### config.mk
export PLATFORM = sky130hd
export DESIGN_NAME = mc_maindec_flat
export DESIGN_NICKNAME = d
export VERILOG_FILES = /design/src/rtl/mc_maindec_if.sv /design/src/rtl/mc_maindec.sv /design/src/flat_wrapper.sv
export SDC_FILE = /design/constraint.sdc
export NUM_CORES = 1
export LEC_CHECK = 0
export BUFFER_PORTS_ARGS = -buffer_cell sky130_fd_sc_hd__buf_2
export CAP_MARGIN = 20
export CORE_MARGIN = 1
export CORE_UTILIZATION = 25
export CTS_BUF_LIST = sky130_fd_sc_hd__clkbuf_8
export CTS_CLUSTER_SIZE = 24
export DETAILED_ROUTE_END_ITERATION = 12
export PLACE_DENSITY_LB_ADDON = 0.3
export SLEW_MARGIN = 25
export SYNTH_ARGS = -nofsm -noshare
export SYNTH_HDL_FRONTEND = slang
export SYNTH_SLANG_ARGS = --single-unit
export TNS_END_PERCENT = 5
### constraint.sdc
create_clock -name clk -period 1.4 [get_ports clk]
set_input_delay 0.14 -clock clk [delete_from_list [all_inputs] [get_ports clk]]
set_output_delay 0.14 -clock clk [all_outputs]
set_load 0.02 [all_outputs]
### src/rtl/mc_maindec_if.sv
// Control bundle between the multicycle main decoder and its datapath.
// master = decoder side (drives controls), slave = datapath side (drives opcode and zero flag).
interface mc_maindec_if;
  logic [5:0] op;
  logic       zero;
  logic       pcen;
  logic       memwrite;
  logic       irwrite;
  logic       regwrite;
  logic       iord;
  logic       regdst;
  logic       memtoreg;
  logic       alusrca;
  logic [1:0] alusrcb;
  logic [1:0] pcsrc;
  logic [1:0] aluop;
  logic [3:0] state_o;

  modport master (
    input  op, zero,
    output pcen, memwrite, irwrite, regwrite, iord, regdst, memtoreg,
           alusrca, alusrcb, pcsrc, aluop, state_o
  );

  modport slave (
    output op, zero,
    input  pcen, memwrite, irwrite, regwrite, iord, regdst, memtoreg,
           alusrca, alusrcb, pcsrc, aluop, state_o
  );
endinterface

### src/rtl/mc_maindec.sv
// Multicycle MIPS main decoder: Moore FSM, 2-5 cycles per instruction, no backpressure (op held by datapath).
// MC_MAINDEC_BNE_EN adds BNE (op 000101) through the BRANCH state with inverted zero sense.
module mc_maindec (
  input  logic          clk,
  input  logic          reset,
  mc_maindec_if.master  bus
);
  localparam logic [3:0] S_FETCH   = 4'd0;
  localparam logic [3:0] S_DECODE  = 4'd1;
  localparam logic [3:0] S_MEMADR  = 4'd2;
  localparam logic [3:0] S_MEMRD   = 4'd3;
  localparam logic [3:0] S_MEMWB   = 4'd4;
  localparam logic [3:0] S_MEMWR   = 4'd5;
  localparam logic [3:0] S_EXECUTE = 4'd6;
  localparam logic [3:0] S_ALUWB   = 4'd7;
  localparam logic [3:0] S_BRANCH  = 4'd8;
  localparam logic [3:0] S_ADDIEX  = 4'd9;
  localparam logic [3:0] S_ADDIWB  = 4'd10;
  localparam logic [3:0] S_JUMP    = 4'd11;

  localparam logic [5:0] OP_LW    = 6'b100011;
  localparam logic [5:0] OP_SW    = 6'b101011;
  localparam logic [5:0] OP_RTYPE = 6'b000000;
  localparam logic [5:0] OP_BEQ   = 6'b000100;
  localparam logic [5:0] OP_ADDI  = 6'b001000;
  localparam logic [5:0] OP_J     = 6'b000010;
`ifdef MC_MAINDEC_BNE_EN
  localparam logic [5:0] OP_BNE   = 6'b000101;
`endif

  logic [3:0] state;
  logic [3:0] state_nxt;
  logic       pcwrite;
  logic       branch;
  logic       taken;

  always_ff @(posedge clk) begin
    if (reset) state <= S_FETCH;
    else       state <= state_nxt;
  end

  // Encodings 12-15 fall through the default and recover to FETCH.
  always_comb begin
    state_nxt = S_FETCH;
    case (state)
      S_FETCH:  state_nxt = S_DECODE;
      S_DECODE: begin
        case (bus.op)
          OP_LW, OP_SW: state_nxt = S_MEMADR;
          OP_RTYPE:     state_nxt = S_EXECUTE;
          OP_BEQ:       state_nxt = S_BRANCH;
          OP_ADDI:      state_nxt = S_ADDIEX;
          OP_J:         state_nxt = S_JUMP;
`ifdef MC_MAINDEC_BNE_EN
          OP_BNE:       state_nxt = S_BRANCH;
`endif
          default:      state_nxt = S_FETCH;
        endcase
      end
      S_MEMADR:  state_nxt = (bus.op == OP_SW) ? S_MEMWR : S_MEMRD;
      S_MEMRD:   state_nxt = S_MEMWB;
      S_EXECUTE: state_nxt = S_ALUWB;
      S_ADDIEX:  state_nxt = S_ADDIWB;
      default:   state_nxt = S_FETCH;
    endcase
  end

  always_comb begin
    pcwrite      = 1'b0;
    branch       = 1'b0;
    bus.memwrite = 1'b0;
    bus.irwrite  = 1'b0;
    bus.regwrite = 1'b0;
    bus.iord     = 1'b0;
    bus.regdst   = 1'b0;
    bus.memtoreg = 1'b0;
    bus.alusrca  = 1'b0;
    bus.alusrcb  = 2'b00;
    bus.pcsrc    = 2'b00;
    bus.aluop    = 2'b00;
    case (state)
      S_FETCH: begin
        bus.irwrite = 1'b1;
        pcwrite     = 1'b1;
        bus.alusrcb = 2'b01;
      end
      S_DECODE:  bus.alusrcb = 2'b11;
      S_MEMADR: begin
        bus.alusrca = 1'b1;
        bus.alusrcb = 2'b10;
      end
      S_MEMRD:   bus.iord = 1'b1;
      S_MEMWB: begin
        bus.regwrite = 1'b1;
        bus.memtoreg = 1'b1;
      end
      S_MEMWR: begin
        bus.iord     = 1'b1;
        bus.memwrite = 1'b1;
      end
      S_EXECUTE: begin
        bus.alusrca = 1'b1;
        bus.aluop   = 2'b10;
      end
      S_ALUWB: begin
        bus.regwrite = 1'b1;
        bus.regdst   = 1'b1;
      end
      S_BRANCH: begin
        bus.alusrca = 1'b1;
        bus.aluop   = 2'b01;
        bus.pcsrc   = 2'b01;
        branch      = 1'b1;
      end
      S_ADDIEX: begin
        bus.alusrca = 1'b1;
        bus.alusrcb = 2'b10;
      end
      S_ADDIWB:  bus.regwrite = 1'b1;
      S_JUMP: begin
        pcwrite   = 1'b1;
        bus.pcsrc = 2'b10;
      end
      default: ;
    endcase
  end

  // op is stable through BRANCH, so it selects the zero sense directly.
`ifdef MC_MAINDEC_BNE_EN
  assign taken = (bus.op == OP_BNE) ? ~bus.zero : bus.zero;
`else
  assign taken = bus.zero;
`endif

  assign bus.pcen    = pcwrite | (branch & taken);
  assign bus.state_o = state;
endmodule

### src/flat_wrapper.sv
// flat-port wrapper written by rule: the top's interface ports become plain ports
module mc_maindec_flat 
  (clk, reset, bus_op, bus_zero, bus_pcen, bus_memwrite, bus_irwrite, bus_regwrite, bus_iord, bus_regdst, bus_memtoreg, bus_alusrca, bus_alusrcb, bus_pcsrc, bus_aluop, bus_state_o);
  mc_maindec_if bus_i ();
  input  logic clk;
  input  logic reset;
  input wire logic [$bits(bus_i.op)-1:0] bus_op;
  input wire logic [$bits(bus_i.zero)-1:0] bus_zero;
  output wire logic [$bits(bus_i.pcen)-1:0] bus_pcen;
  output wire logic [$bits(bus_i.memwrite)-1:0] bus_memwrite;
  output wire logic [$bits(bus_i.irwrite)-1:0] bus_irwrite;
  output wire logic [$bits(bus_i.regwrite)-1:0] bus_regwrite;
  output wire logic [$bits(bus_i.iord)-1:0] bus_iord;
  output wire logic [$bits(bus_i.regdst)-1:0] bus_regdst;
  output wire logic [$bits(bus_i.memtoreg)-1:0] bus_memtoreg;
  output wire logic [$bits(bus_i.alusrca)-1:0] bus_alusrca;
  output wire logic [$bits(bus_i.alusrcb)-1:0] bus_alusrcb;
  output wire logic [$bits(bus_i.pcsrc)-1:0] bus_pcsrc;
  output wire logic [$bits(bus_i.aluop)-1:0] bus_aluop;
  output wire logic [$bits(bus_i.state_o)-1:0] bus_state_o;
  assign bus_i.op = bus_op;
  assign bus_i.zero = bus_zero;
  assign bus_pcen = bus_i.pcen;
  assign bus_memwrite = bus_i.memwrite;
  assign bus_irwrite = bus_i.irwrite;
  assign bus_regwrite = bus_i.regwrite;
  assign bus_iord = bus_i.iord;
  assign bus_regdst = bus_i.regdst;
  assign bus_memtoreg = bus_i.memtoreg;
  assign bus_alusrca = bus_i.alusrca;
  assign bus_alusrcb = bus_i.alusrcb;
  assign bus_pcsrc = bus_i.pcsrc;
  assign bus_aluop = bus_i.aluop;
  assign bus_state_o = bus_i.state_o;
  mc_maindec u_core (.clk(clk), .reset(reset), .bus(bus_i));
endmodule
==> results.tsv <==
stage	metric	value	unit
routing	drc	7	
grt	grtUsageTotal	15.0	%
yosys	synth_top_area_share	18.6	%
setup_path	worstPathRequired	1260	ps
routing	drt_iter0_markers	13	
yosys	syn_avg_cell_area	6.96	sq um
clock_tree	clock_sinks	4	
floorplan	die_area	1900	sq um
timing	fmax	733	MHz
clock_tree	cts_buffers	3	
finish	syn_to_final_growth	63.5	%
run_status	status	finished with violations	
clock_tree	cts.hold.buffers_added	0	
grt	grt_overflow_total	0	
routing	avgRoutedWirePerCell	11.5	microns
finish	final_common_cell	buf_2	
yosys	yosys.cell_types.count	32	
setup_path	rrSetupSlack	80	ps
power_and_ir_drop	p_leak	0.320	nW
yosys	synth_ff_type	dfxtp_1	
timing	hold_violations	0	
routing	avgViaCountPerCell	5.26	
floorplan	row_count	14	
yosys	synth_top_cell_by_area	dfxtp_1	
setup_path	cp-end-kind	output pin	
finish	nNetsFinal	104	
yosys	synthArstFlopShare	0	%
setup_path	crit_type	reg -> out	
yosys	synth_area	432	sq um
floorplan	start_util	27.7	%
yosys	seq_area_frac_synth	18.6	%
clock_tree	clk_latency	220	ps
grt	grt_pass1_vias	516	
flow_run	drv_cap	0	
floorplan	die_y	43.6	microns
power_and_ir_drop	power_density	872	nW/um^2
yosys	synth-edff-count	0	
yosys	syn_nets	71	
power_and_ir_drop	vdd_ir_drop_max	0.000367	V
placed_design	hpwl	969	microns
yosys	syn_inst	62	
clock_tree	clk_pin_slew_worst_paths	30	ps
placed_design	place.gp.congestion	0.821	
timing	setup_violations	0	
min_path	hp-class	in -> reg	
clock_tree	cts_buffer_depth	2	
floorplan	core-area	1560	sq um
placed_design	pre_cts_ws	74.5	ps
grt	grt_pass1_wl	2110	microns
timing	fin_crit	1360	ps
grt	antenna_found_initial	0	
timing	tightest_slew	340	ps
setup_path	crit_arrival	1220	ps
yosys	yosysWarnings	0	
timing	maxSlewHeadroom	77.2	%
yosys	synth-seq-cells	4	
setup_path	startpoint_type	flop	
run_status	violations	DRC	
finish	n_antenna_cell	0	
finish	final_layout_size_suffix_gt1_share	59.1	%
floorplan	die_w	43.6	microns
finish	largest_reg_flops	4	
routing	dr.pass1.iters	8	
routing	dr_total_vias	573	
grt	grt_start_max_net_pins	14	
placed_design	port-buffer-count	26	
setup_path	ff2ff_path_depth	4	
finish	most-common-layout-cells	buf_2, nor2_1, buf_4	
timing	fin_crit_sh	97.4	%
timing	clock_skew	1.53	ps
timing	setup_ws	36.1	ps
routing	drt_wl_total	1250	microns
min_path	min_delay_path_depth	3	
clock_tree	cts_post_setup_buffers_inserted	0	
timing	drv_slew	0	
floorplan	ios	27	
yosys	synth_area_leaders	dfxtp_1, nor2_1, nor3_1	
timing	tns	0	ps
setup_path	critPathMaxFanout	5	
routing	antenna_left	0	
timing	rsz0062_at_grt	true	
clock_tree	cts.htree.levels	1	
clock_tree	cts-root-buf	clkbuf_8	
power_and_ir_drop	finalPower	0.615	mW
clock_tree	tritoncts	done	
## critical path: stages, from the launching register on
cell     delay, ps
dfxtp_2        320
buf_4          150
nor2b_1        120
nor3_1         130
a31oi_1         50
nor2_1          90
buf_4          140
## cell usage after synthesis, types with 2 or more instances
master / n
nand3_1: 2
nand2_1: 4
dfxtp_1: 4
o21ai_0: 2
nor2_1: 10
buf_2: 3
a31oi_1: 2
nand3_2: 2
nand2b_1: 3
nor3_1: 6
a21oi_1: 3
## what timing repair did
action,CTS,global route
endpoints found under the setup margin,2,7
gates resized for setup,5,9
hold endpoints to repair,0,0
pin swaps,1,0
## layout make-up
cell class | instances | area (sq um)
multi-input cells | 52 | 363
clock buffers | 3 | 41.3
fillers | 161 | 853
flip-flops and latches | 4 | 83.8
inverters | 1 | 3.75
well taps | 16 | 20.0
repair buffers | 33 | 194
## through the flow
step	utilization (%)	hold WS, ps	std cells	instance area [sq um]
final	45.3	216	109	706
after detailed placement	40.0	451	106	623
after global routing	45.3	241	109	706
after global placement	40.0	443	106	623
after floorplan	-	309	62	447
after CTS	43.5	225	109	678
## power by group
group | switching [mW] | internal [mW]
sequential | 0.00574 | 0.123
combinational | 0.142 | 0.103
clock | 0.0586 | 0.183
## routing by layer
layer	vias up	share of wire [%]	global-route usage (%)
met5	-	0	0
met2	30	43	25.4
met3	4	8.6	4.17
li1	287	-	-
met1	252	47	17.3
met4	0	1.2	7.50
## logic make-up after synthesis
family	after synthesis	synth area share (%)
mux	1	2.32
xor+xnor	2	4.06
buf+inv	6	6.95
flops	4	18.6
simple gates	36	47.0
compound gates	13	21.2
## path summary, 6_finish.rpt
| kind | to | from |
|---|---|---|
| setup / recovery | bus_pcen | u_core.bus.state_o[3] |
| hold / removal | u_core.bus.state_o[3] | bus_op[2] |
| setup reg to reg | u_core.bus.state_o[3] | u_core.bus.state_o[2] |
| hold reg to reg | u_core.bus.state_o[2] | u_core.bus.state_o[1] |
No activity file was read; power rests on OpenSTA's default activity.
